===== config.mk =====
export PLATFORM = sky130hd
export DESIGN_NAME = irom_arbiter_flat
export DESIGN_NICKNAME = d
export VERILOG_FILES = /design/src/rtl/irom_arbiter_pkg.sv /design/src/rtl/irom_arbiter_if.sv /design/src/rtl/irom_rsp_slot.sv /design/src/rtl/irom_arbiter.sv /design/src/flat_wrapper.sv
export SDC_FILE = /design/constraint.sdc
export NUM_CORES = 1
export LEC_CHECK = 0
export BUFFER_PORTS_ARGS = -buffer_cell sky130_fd_sc_hd__clkbuf_2
export CELL_PAD_IN_SITES_DETAIL_PLACEMENT = 1
export CELL_PAD_IN_SITES_GLOBAL_PLACEMENT = 1
export CORE_MARGIN = 2
export CORE_UTILIZATION = 30
export DETAILED_ROUTE_END_ITERATION = 10
export HOLD_SLACK_MARGIN = 0.08
export PLACE_DENSITY_LB_ADDON = 0.12
export SLEW_MARGIN = 10
export SYNTH_ARGS = -nofsm -noshare
export SYNTH_HDL_FRONTEND = slang
export SYNTH_SLANG_ARGS = --single-unit

===== constraint.sdc =====
create_clock -name clk -period 2.54 [get_ports clk]
set_clock_uncertainty 0.05 [all_clocks]
set_input_delay 0.254 -clock clk [delete_from_list [all_inputs] [get_ports clk]]
set_output_delay 0.254 -clock clk [all_outputs]
set_load 0.05 [all_outputs]

===== src/rtl/irom_arbiter_pkg.sv =====
// Shared constants and types for the instruction-ROM arbiter slice.
// Widths mirror the core-wide instruction bus definitions.
package irom_arbiter_pkg;

    localparam int InstAddrBus   = 32;
    localparam int InstBus       = 32;
    localparam int InstMemNumLen = 17;

    localparam logic [InstBus-1:0] ZeroWord    = '0;
    localparam logic               ChipEnable  = 1'b1;
    localparam logic               ChipDisable = 1'b0;

    // Port identifiers, also the encoding of the round-robin pointer.
    localparam logic PortIf  = 1'b0;
    localparam logic PortDbg = 1'b1;

    typedef enum logic {
        SLOT_EMPTY = 1'b0,
        SLOT_FULL  = 1'b1
    } slot_state_e;

endpackage


===== src/rtl/irom_arbiter_if.sv =====
// Bundle of the two request/response ports, the IF flush and the ROM side.
// The arbiter uses the slave view; IF/PC, debug unit and ROM form the master view.
interface irom_arbiter_if
    import irom_arbiter_pkg::*;
#(
    parameter int ADDR_W = InstAddrBus,
    parameter int DATA_W = InstBus
) ();

    logic              req0_valid;
    logic              req0_ready;
    logic [ADDR_W-1:0] req0_addr;
    logic              rsp0_valid;
    logic              rsp0_ready;
    logic [DATA_W-1:0] rsp0_data;
    logic              rsp0_err;
    logic              flush0;

    logic              req1_valid;
    logic              req1_ready;
    logic [ADDR_W-1:0] req1_addr;
    logic              rsp1_valid;
    logic              rsp1_ready;
    logic [DATA_W-1:0] rsp1_data;
    logic              rsp1_err;

    logic              rom_ce;
    logic [ADDR_W-1:0] rom_addr;
    logic [DATA_W-1:0] rom_inst;

    modport slave (
        input  req0_valid, req0_addr, rsp0_ready, flush0,
        input  req1_valid, req1_addr, rsp1_ready,
        input  rom_inst,
        output req0_ready, rsp0_valid, rsp0_data, rsp0_err,
        output req1_ready, rsp1_valid, rsp1_data, rsp1_err,
        output rom_ce, rom_addr
    );

    modport master (
        output req0_valid, req0_addr, rsp0_ready, flush0,
        output req1_valid, req1_addr, rsp1_ready,
        output rom_inst,
        input  req0_ready, rsp0_valid, rsp0_data, rsp0_err,
        input  req1_ready, rsp1_valid, rsp1_data, rsp1_err,
        input  rom_ce, rom_addr
    );

endinterface


===== src/rtl/irom_rsp_slot.sv =====
// One-entry registered response buffer: FULL flag plus data/err.
// Clear beats load beats drain; load while draining keeps the slot FULL with new data.
module irom_rsp_slot
    import irom_arbiter_pkg::*;
#(
    parameter int DATA_W = InstBus
) (
    input  logic              clk,
    input  logic              rst,
    input  logic              i_load,
    input  logic              i_drain,
    input  logic              i_clear,
    input  logic [DATA_W-1:0] i_data,
    input  logic              i_err,
    output logic              o_valid,
    output logic [DATA_W-1:0] o_data,
    output logic              o_err
);

    slot_state_e       r_state;
    slot_state_e       w_state_next;
    logic [DATA_W-1:0] r_data;
    logic              r_err;

    always_ff @(posedge clk or negedge rst) begin
        if (!rst) begin
            r_state <= SLOT_EMPTY;
        end else begin
            r_state <= w_state_next;
        end
    end

    always_comb begin
        w_state_next = r_state;
        if (i_clear) begin
            w_state_next = SLOT_EMPTY;
        end else if (i_load) begin
            w_state_next = SLOT_FULL;
        end else if (i_drain) begin
            w_state_next = SLOT_EMPTY;
        end
    end

    // Payload only moves on a load, so it stays quiet while EMPTY.
    always_ff @(posedge clk or negedge rst) begin
        if (!rst) begin
            r_data <= '0;
            r_err  <= 1'b0;
        end else if (i_load) begin
            r_data <= i_data;
            r_err  <= i_err;
        end
    end

    assign o_valid = (r_state == SLOT_FULL);
    assign o_data  = r_data;
    assign o_err   = r_err;

endmodule


===== src/rtl/irom_arbiter.sv =====
// Round-robin arbiter sharing one combinational-read instruction ROM between
// the IF fetch port (0) and the debug/loader port (1), each with a response slot.
module irom_arbiter
    import irom_arbiter_pkg::*;
#(
    parameter int ADDR_W   = InstAddrBus,
    parameter int DATA_W   = InstBus,
    parameter int MEM_LOG2 = InstMemNumLen
) (
    input  logic            clk,
    input  logic            rst,
    irom_arbiter_if.slave   bus
);

    logic              r_last;
    logic [1:0]        w_req_valid;
    logic [1:0]        w_rsp_ready;
    logic [1:0]        w_rsp_valid;
    logic [1:0]        w_rsp_err;
    logic [1:0]        w_block;
    logic [1:0]        w_elig;
    logic [1:0]        w_gnt;
    logic [ADDR_W-1:0] w_req_addr [2];
    logic [DATA_W-1:0] w_rsp_data [2];
    logic [ADDR_W-1:0] w_gnt_addr;
    logic              w_mis;
    logic              w_oor;
    logic              w_legal;
    logic [DATA_W-1:0] w_load_data;

    assign w_req_valid   = {bus.req1_valid, bus.req0_valid};
    assign w_rsp_ready   = {bus.rsp1_ready, bus.rsp0_ready};
    assign w_req_addr[0] = bus.req0_addr;
    assign w_req_addr[1] = bus.req1_addr;
    // Flush both blocks the IF grant and empties the IF slot.
    assign w_block       = {1'b0, bus.flush0};

    genvar gi;
    generate
        for (gi = 0; gi < 2; gi++) begin : g_port
            // Gating with rst keeps ready and the ROM quiet during reset.
            assign w_elig[gi] = rst && w_req_valid[gi] && !w_block[gi] &&
                                (!w_rsp_valid[gi] || w_rsp_ready[gi]);

            irom_rsp_slot #(.DATA_W(DATA_W)) u_slot (
                .clk     (clk),
                .rst     (rst),
                .i_load  (w_gnt[gi]),
                .i_drain (w_rsp_valid[gi] && w_rsp_ready[gi]),
                .i_clear (w_block[gi]),
                .i_data  (w_load_data),
                .i_err   (!w_legal),
                .o_valid (w_rsp_valid[gi]),
                .o_data  (w_rsp_data[gi]),
                .o_err   (w_rsp_err[gi])
            );
        end
    endgenerate

    always_comb begin
        w_gnt = w_elig;
        if (&w_elig) begin
            w_gnt = (r_last == PortDbg) ? 2'b01 : 2'b10;
        end
    end

    always_ff @(posedge clk or negedge rst) begin
        if (!rst) begin
            r_last <= PortDbg;
        end else if (w_gnt[0]) begin
            r_last <= PortIf;
        end else if (w_gnt[1]) begin
            r_last <= PortDbg;
        end
    end

    always_comb begin
        w_gnt_addr = '0;
        if (w_gnt[0]) begin
            w_gnt_addr = w_req_addr[0];
        end else if (w_gnt[1]) begin
            w_gnt_addr = w_req_addr[1];
        end
    end

    assign w_mis   = (w_gnt_addr[1:0] != 2'b00);
    assign w_oor   = ((w_gnt_addr >> (MEM_LOG2 + 2)) != '0);
    assign w_legal = (|w_gnt) && !w_mis && !w_oor;

    assign w_load_data = w_legal ? bus.rom_inst : DATA_W'(ZeroWord);

    assign bus.rom_ce   = w_legal ? ChipEnable : ChipDisable;
    assign bus.rom_addr = w_legal ? w_gnt_addr : '0;

    assign bus.req0_ready = w_gnt[0];
    assign bus.req1_ready = w_gnt[1];
    assign bus.rsp0_valid = w_rsp_valid[0];
    assign bus.rsp1_valid = w_rsp_valid[1];
    assign bus.rsp0_data  = w_rsp_data[0];
    assign bus.rsp1_data  = w_rsp_data[1];
    assign bus.rsp0_err   = w_rsp_err[0];
    assign bus.rsp1_err   = w_rsp_err[1];

endmodule


===== src/flat_wrapper.sv =====
// flat-port wrapper written by rule: the top's interface ports become plain ports
module irom_arbiter_flat import irom_arbiter_pkg::*;
#(
    parameter int ADDR_W   = InstAddrBus,
    parameter int DATA_W   = InstBus,
    parameter int MEM_LOG2 = InstMemNumLen
)
  (clk, rst, bus_req0_valid, bus_req0_addr, bus_rsp0_ready, bus_flush0, bus_req1_valid, bus_req1_addr, bus_rsp1_ready, bus_rom_inst, bus_req0_ready, bus_rsp0_valid, bus_rsp0_data, bus_rsp0_err, bus_req1_ready, bus_rsp1_valid, bus_rsp1_data, bus_rsp1_err, bus_rom_ce, bus_rom_addr);
  irom_arbiter_if #(.ADDR_W(ADDR_W), .DATA_W(DATA_W)) bus_i ();
  input  logic clk;
  input  logic rst;
  input wire logic [$bits(bus_i.req0_valid)-1:0] bus_req0_valid;
  input wire logic [$bits(bus_i.req0_addr)-1:0] bus_req0_addr;
  input wire logic [$bits(bus_i.rsp0_ready)-1:0] bus_rsp0_ready;
  input wire logic [$bits(bus_i.flush0)-1:0] bus_flush0;
  input wire logic [$bits(bus_i.req1_valid)-1:0] bus_req1_valid;
  input wire logic [$bits(bus_i.req1_addr)-1:0] bus_req1_addr;
  input wire logic [$bits(bus_i.rsp1_ready)-1:0] bus_rsp1_ready;
  input wire logic [$bits(bus_i.rom_inst)-1:0] bus_rom_inst;
  output wire logic [$bits(bus_i.req0_ready)-1:0] bus_req0_ready;
  output wire logic [$bits(bus_i.rsp0_valid)-1:0] bus_rsp0_valid;
  output wire logic [$bits(bus_i.rsp0_data)-1:0] bus_rsp0_data;
  output wire logic [$bits(bus_i.rsp0_err)-1:0] bus_rsp0_err;
  output wire logic [$bits(bus_i.req1_ready)-1:0] bus_req1_ready;
  output wire logic [$bits(bus_i.rsp1_valid)-1:0] bus_rsp1_valid;
  output wire logic [$bits(bus_i.rsp1_data)-1:0] bus_rsp1_data;
  output wire logic [$bits(bus_i.rsp1_err)-1:0] bus_rsp1_err;
  output wire logic [$bits(bus_i.rom_ce)-1:0] bus_rom_ce;
  output wire logic [$bits(bus_i.rom_addr)-1:0] bus_rom_addr;
  assign bus_i.req0_valid = bus_req0_valid;
  assign bus_i.req0_addr = bus_req0_addr;
  assign bus_i.rsp0_ready = bus_rsp0_ready;
  assign bus_i.flush0 = bus_flush0;
  assign bus_i.req1_valid = bus_req1_valid;
  assign bus_i.req1_addr = bus_req1_addr;
  assign bus_i.rsp1_ready = bus_rsp1_ready;
  assign bus_i.rom_inst = bus_rom_inst;
  assign bus_req0_ready = bus_i.req0_ready;
  assign bus_rsp0_valid = bus_i.rsp0_valid;
  assign bus_rsp0_data = bus_i.rsp0_data;
  assign bus_rsp0_err = bus_i.rsp0_err;
  assign bus_req1_ready = bus_i.req1_ready;
  assign bus_rsp1_valid = bus_i.rsp1_valid;
  assign bus_rsp1_data = bus_i.rsp1_data;
  assign bus_rsp1_err = bus_i.rsp1_err;
  assign bus_rom_ce = bus_i.rom_ce;
  assign bus_rom_addr = bus_i.rom_addr;
  irom_arbiter #(.ADDR_W(ADDR_W), .DATA_W(DATA_W), .MEM_LOG2(MEM_LOG2)) u_core (.clk(clk), .rst(rst), .bus(bus_i));
endmodule

# Word level (Yosys, flattened, before mapping)
# Index checks and enable logic that the tools add are counted.
# op_classes
n_reduce_logical,24
mux,14
# ops
op,n
2-to-1 mux 32 bit,4
nonzero test 32 bit,1
logical AND 1 bit,9
2-to-1 mux 1 bit,8
zero test 1 bit,6
nonzero test 2 bit,3
2-to-1 mux 2 bit,2
nonzero test 3 bit,1
logical OR 1 bit,2
AND reduction 2 bit,1
OR reduction 2 bit,1
# totals
in_bits,103
regBits,69
out_inout_bits,103
wordCells,45

# Logic depth before layout (Yosys ltp)
# logic_depth
depth_word,12
mapped_depth,7

# Hierarchy
# From an unflattened synthesis, not the netlist that was laid out.
# unflattened
cells_unflattened,266
hier_area_um2,3627.2
# by_module_without_submodules
module,n_inst,cells_each,area_each_um2
irom_rsp_slot,2,74,1417.6
irom_arbiter,1,118,792.0

# Worst setup path after synthesis
# No wires, ideal clock.
# synth_timing
path_type,reg2out
start,register u_core.g_port[1].u_slot.r_state
end,output bus_rom_addr[11]
n_path_buf,1
arrival_ns,2.384
setup_slack_ns,-0.148
stages_incl_launch_ff,8
path_cell_list,dfrtp_1 -> nand2b_1 -> and3_1 -> nand2_1 -> inv_2 -> buf_2 -> a22oi_1 -> nor2_1
# synth_between
elab_chain_len,12
word_cells_on_any_way,15
classes_between,4 x mux; 11 x reduce/logical
# synth_lines
element,line,text
"start, declared",irom_rsp_slot.sv:20,slot_state_e r_state;
"start signal, assigned",irom_rsp_slot.sv:29,r_state <= w_state_next;
zero test 1 bit (*),irom_arbiter.sv:43,(!w_rsp_valid[gi] || w_rsp_ready[gi]);
logical OR 1 bit (*),irom_arbiter.sv:43,
logical AND 1 bit (*),irom_arbiter.sv:42,assign w_elig[gi] = rst && w_req_valid[gi] && !w_block[gi] &&
AND reduction 2 bit,irom_arbiter.sv:62,if (&w_elig) begin
2-to-1 mux 2 bit (*),irom_arbiter.sv:62,
named net bus_req1_ready,flat_wrapper.sv:24,output wire logic [$bits(bus_i.req1_ready)-1:0] bus_req1_ready;
branches (longest 6 deep; another with 2-to-1 mux 32 bit),--,
2-to-1 mux 32 bit (*),irom_arbiter.sv:93,assign bus.rom_addr = w_legal ? w_gnt_addr : '0;
"end, declared",flat_wrapper.sv:29,output wire logic [$bits(bus_i.rom_addr)-1:0] bus_rom_addr;
# Mark *: on every way through the listed nets, which the timed path passes.

# Worst setup path in the final report
# layout_timing
start,register u_core.g_port[0].u_slot.r_state
end,output bus_rom_addr[16]
# layout_between
elab_chain_len,12
word_cells_on_any_way,15
classes_between,4 x mux; 11 x reduce/logical
# layout_lines
element,line
"start, declared",irom_rsp_slot.sv:20
"start signal, assigned",irom_rsp_slot.sv:29
zero test 1 bit (*),irom_arbiter.sv:43
logical OR 1 bit (*),irom_arbiter.sv:43
logical AND 1 bit (*),irom_arbiter.sv:42
AND reduction 2 bit,irom_arbiter.sv:62
2-to-1 mux 2 bit (*),irom_arbiter.sv:62
branches (longest 6 deep; another with 2-to-1 mux 32 bit),--
2-to-1 mux 32 bit (*),irom_arbiter.sv:93
# Every way passes the cells marked *.

==> results.ini <==
[run_status]
status=complete, no violations

[place]
place_hpwl_um=7770
dp.cells=623
place_congestion=0.801
place_ws_ns=0.0205
place.port_buffers=190
placed_area_mm2=0.00422

[power_and_ir_drop]
p_leak_nw=2.41
swShare=0.248
pwr-share-comb=0.124
power_switching_mw=0.624
total_power_mw=2.51
max-vdd-ir-drop_mv=0.366
p_int_mw=1.89
p_clk_frac=0.434
p_seq_frac=0.442
p_per_area_mw_per_mm2=545

[floorplanning]
die-area_mm2=0.0114
coreArea_mm2=0.0103
die_y_um=107
die_w_um=107
initial_utilization=0.308
boundaryPins=206
fp-row-count=37

[global_route]
grt_pass1_vias=3141
grt_max_degree=59
grtUsageTotal=0.187
grt_pass1_wl_um=16600
antenna_found_initial=1
grt_overflow=0

[clock_tree]
cts_tree=yes
cts-root-to-sink-buffers=2
clk-insertion-delay-late_ns=0.33
clkSlewWorstSetupHoldPaths_ns=0.07
cts.sink_count=69
cts_buffers=9
root_buffer=clkbuf_8
htree_levels=3

[sta]
fin_ws_ns=0.0969
period_share=0.962
hold_viol=0
min_period_ns=2.44
tightest_slew_ns=0.746
setup_viol=0
relSlewSlack=0.502
max_freq_ghz=0.409
final_max_slew_viol_count=0
rsz0062_at_grt=yes

[finish]
stdcell_area_mm2=0.00461
fillerInstances=1280
fin_cells=648
drive_gt1_frac=0.504
fin_util=0.449
fin_nets=610
diodes=0
areaGrowthSynthToFinish_pct=45.5

[worst_setup_path]
required_ns=2.24
worstSetupPathType=reg -> out
start_kind=register
cp.depth=7
cpMaxStageDelayCell=dfrtp_1
r2r_slack_ns=0.37
max_stage_delay_ns=0.42
critical_path.cell_chain=nand2b_2 > and4b_1 > nor3b_4 > o211ai_4 > buf_12 > nor2_2 > clkbuf_2
endpoint_kind=output pin
critPathBufInv=2
worstPathArrival_ns=2.14
worstRegToRegCells=7
cp_top_family=simple AND/OR/NAND/NOR gates
critPathMaxFanout=9

[drt]
wl_per_cell_um=16.3
dr.pass1.iters=4
drt_iter0_markers=100
ant_nets=0
postRouteWirelength_um=10600
drc=0
viasPerCell=4.73
vias=3067

[logic_synthesis]
ys_ff_latch=69
synth_area_mm2=0.00317
syn_inst=308
synth_top_area_share=0.537
syn_avg_cell_area_um2=10.3
synth_area_leaders=dfrtp_1, a22o_1, nand2_1, o21ai_2, a22oi_1
ys_seq_area_frac=0.545
yosysTopAreaCell=dfrtp_1
ys_warn_count=0
yosys.cell_types.count=31

[min_path]
hp-class=in -> async

[job]
cap_viol_max_count=0

repair_timing:
action	in CTS	in global routing
hold buffers	4	0
setup buffers	2	1
cloned	0	2
pin swaps	2	0
endpoints found under the hold margin	14	0
resized for setup	1	24
endpoints found under the setup margin	19	19
layout make-up:
| cell class | instances | area [um^2] | share of cell area |
|---|---|---|---|
| inverters | 3 | 13.8 | 0.00299 |
| clock buffers | 12 | 145 | 0.0315 |
| clock inverters | 4 | 95.1 | 0.0206 |
| multi-input cells | 216 | 1320 | 0.286 |
| well taps | 136 | 170 | 0.0369 |
| repair buffers | 208 | 1140 | 0.247 |
| flip-flops and latches | 69 | 1730 | 0.375 |
cell families (layout without fill, tap and decap cells):
group           Yosys count  after routing  share of synthesized area
mux                       1              1                    0.00355
buf+inv                  37            227                     0.0719
other cells               1             15                    0.00118
simple gates            114            114                      0.157
flops                    69             69                      0.545
compound gates           86             86                      0.221
stage by stage:
step / setup TNS, ns / hold WS (ns)
4_1_cts: 0 / 0.0803
5_1_grt: -0.00763 / 0.0813
6_report: 0 / 0.0631
3_5_place_dp: 0 / 0.194
3_3_place_gp: 0 / 0.187
2_1_floorplan: -0.00836 / -0.0916
synth_stat cells:
cell and count:
dfstp_2 1, a22o_1 32, o32a_4 1, conb_1 1, clkbuf_1 10, o211ai_2 1
and3_1 2, nand2b_2 1, buf_6 3, nand3_1 3, nand2_1 69, buf_4 16
nand3b_1 1, and2_1 1, nor3_1 3, and4b_1 3, nand4_1 1, nor4_1 5
o21ai_0 3, a22oi_1 17, o21ai_1 10, inv_2 2, o21a_2 1, nor2_1 23
nand2b_1 1, mux2_2 1, nor3b_2 1, buf_2 5, inv_1 1, o21ai_2 21
dfrtp_1 68
state kept, by name, indices dropped and copies added, names as in the netlist:
| register | count |
|---|---|
| u_core.r_last | 1 |
| u_core.g_port.u_slot.o_err | 2 |
| u_core.g_port.u_slot.o_valid | 2 |
| u_core.g_port.u_slot.o_data | 64 |
worst paths after layout:
path / end / start
setup reg to reg: u_core.g_port[0].u_slot.o_data[23] / u_core.g_port[0].u_slot.o_valid
hold reg to reg: u_core.g_port[0].u_slot.o_data[2] / u_core.g_port[0].u_slot.o_data[2]
hold / removal: u_core.g_port[1].u_slot.o_valid / rst
min in group clk: u_core.g_port[0].u_slot.o_data[1] / bus_rom_inst[1]
setup / recovery: bus_rom_addr[16] / u_core.g_port[0].u_slot.o_valid
max in group asynchronous: u_core.g_port[0].u_slot.o_data[26] / rst
cell usage in the layout, fill, tap and decap left out, types with 2 or more instances in the layout:
master         synthesis  final
buf_2                  5     13
clkbuf_1              10      2
bufinv_16              0      3
and4b_1                3      3
nor3_1                 3      3
nor2_1                23     15
buf_4                 16     12
o21ai_2               21     20
o21ai_1               10     10
a22o_1                32     32
clkbuf_2               0    174
dlygate4sd3_1          0      4
a22oi_1               17     16
nand3_1                3      3
dfrtp_1               68     68
nor4_1                 5      5
clkbuf_8               0     10
nor2_2                 0      8
buf_6                  3      2
o21ai_0                3      3
nand2_1               69     69
conb_1                 1     15
layer usage:
layer | vias to the layer above | GRT usage | wire (um)
met1 | 1464 | 0.234 | 4440
met4 | 2 | 0.0612 | 158
met3 | 12 | 0.0444 | 713
met2 | 136 | 0.318 | 5250
li1 | 1453 | - | -
met5 | - | 0 | 13
power by group through the flow:
stage	registers, mW	logic (mW)	clock network [mW]
3_5_place_dp	1.13	0.294	0
2_1_floorplan	1.14	0.152	0
6_report	1.11	0.312	1.09
4_1_cts	1.11	0.304	1.12
3_3_place_gp	1.13	0.290	0
5_1_grt	1.11	0.342	1.17
Note: power is estimated with default switching activity, not from simulation.
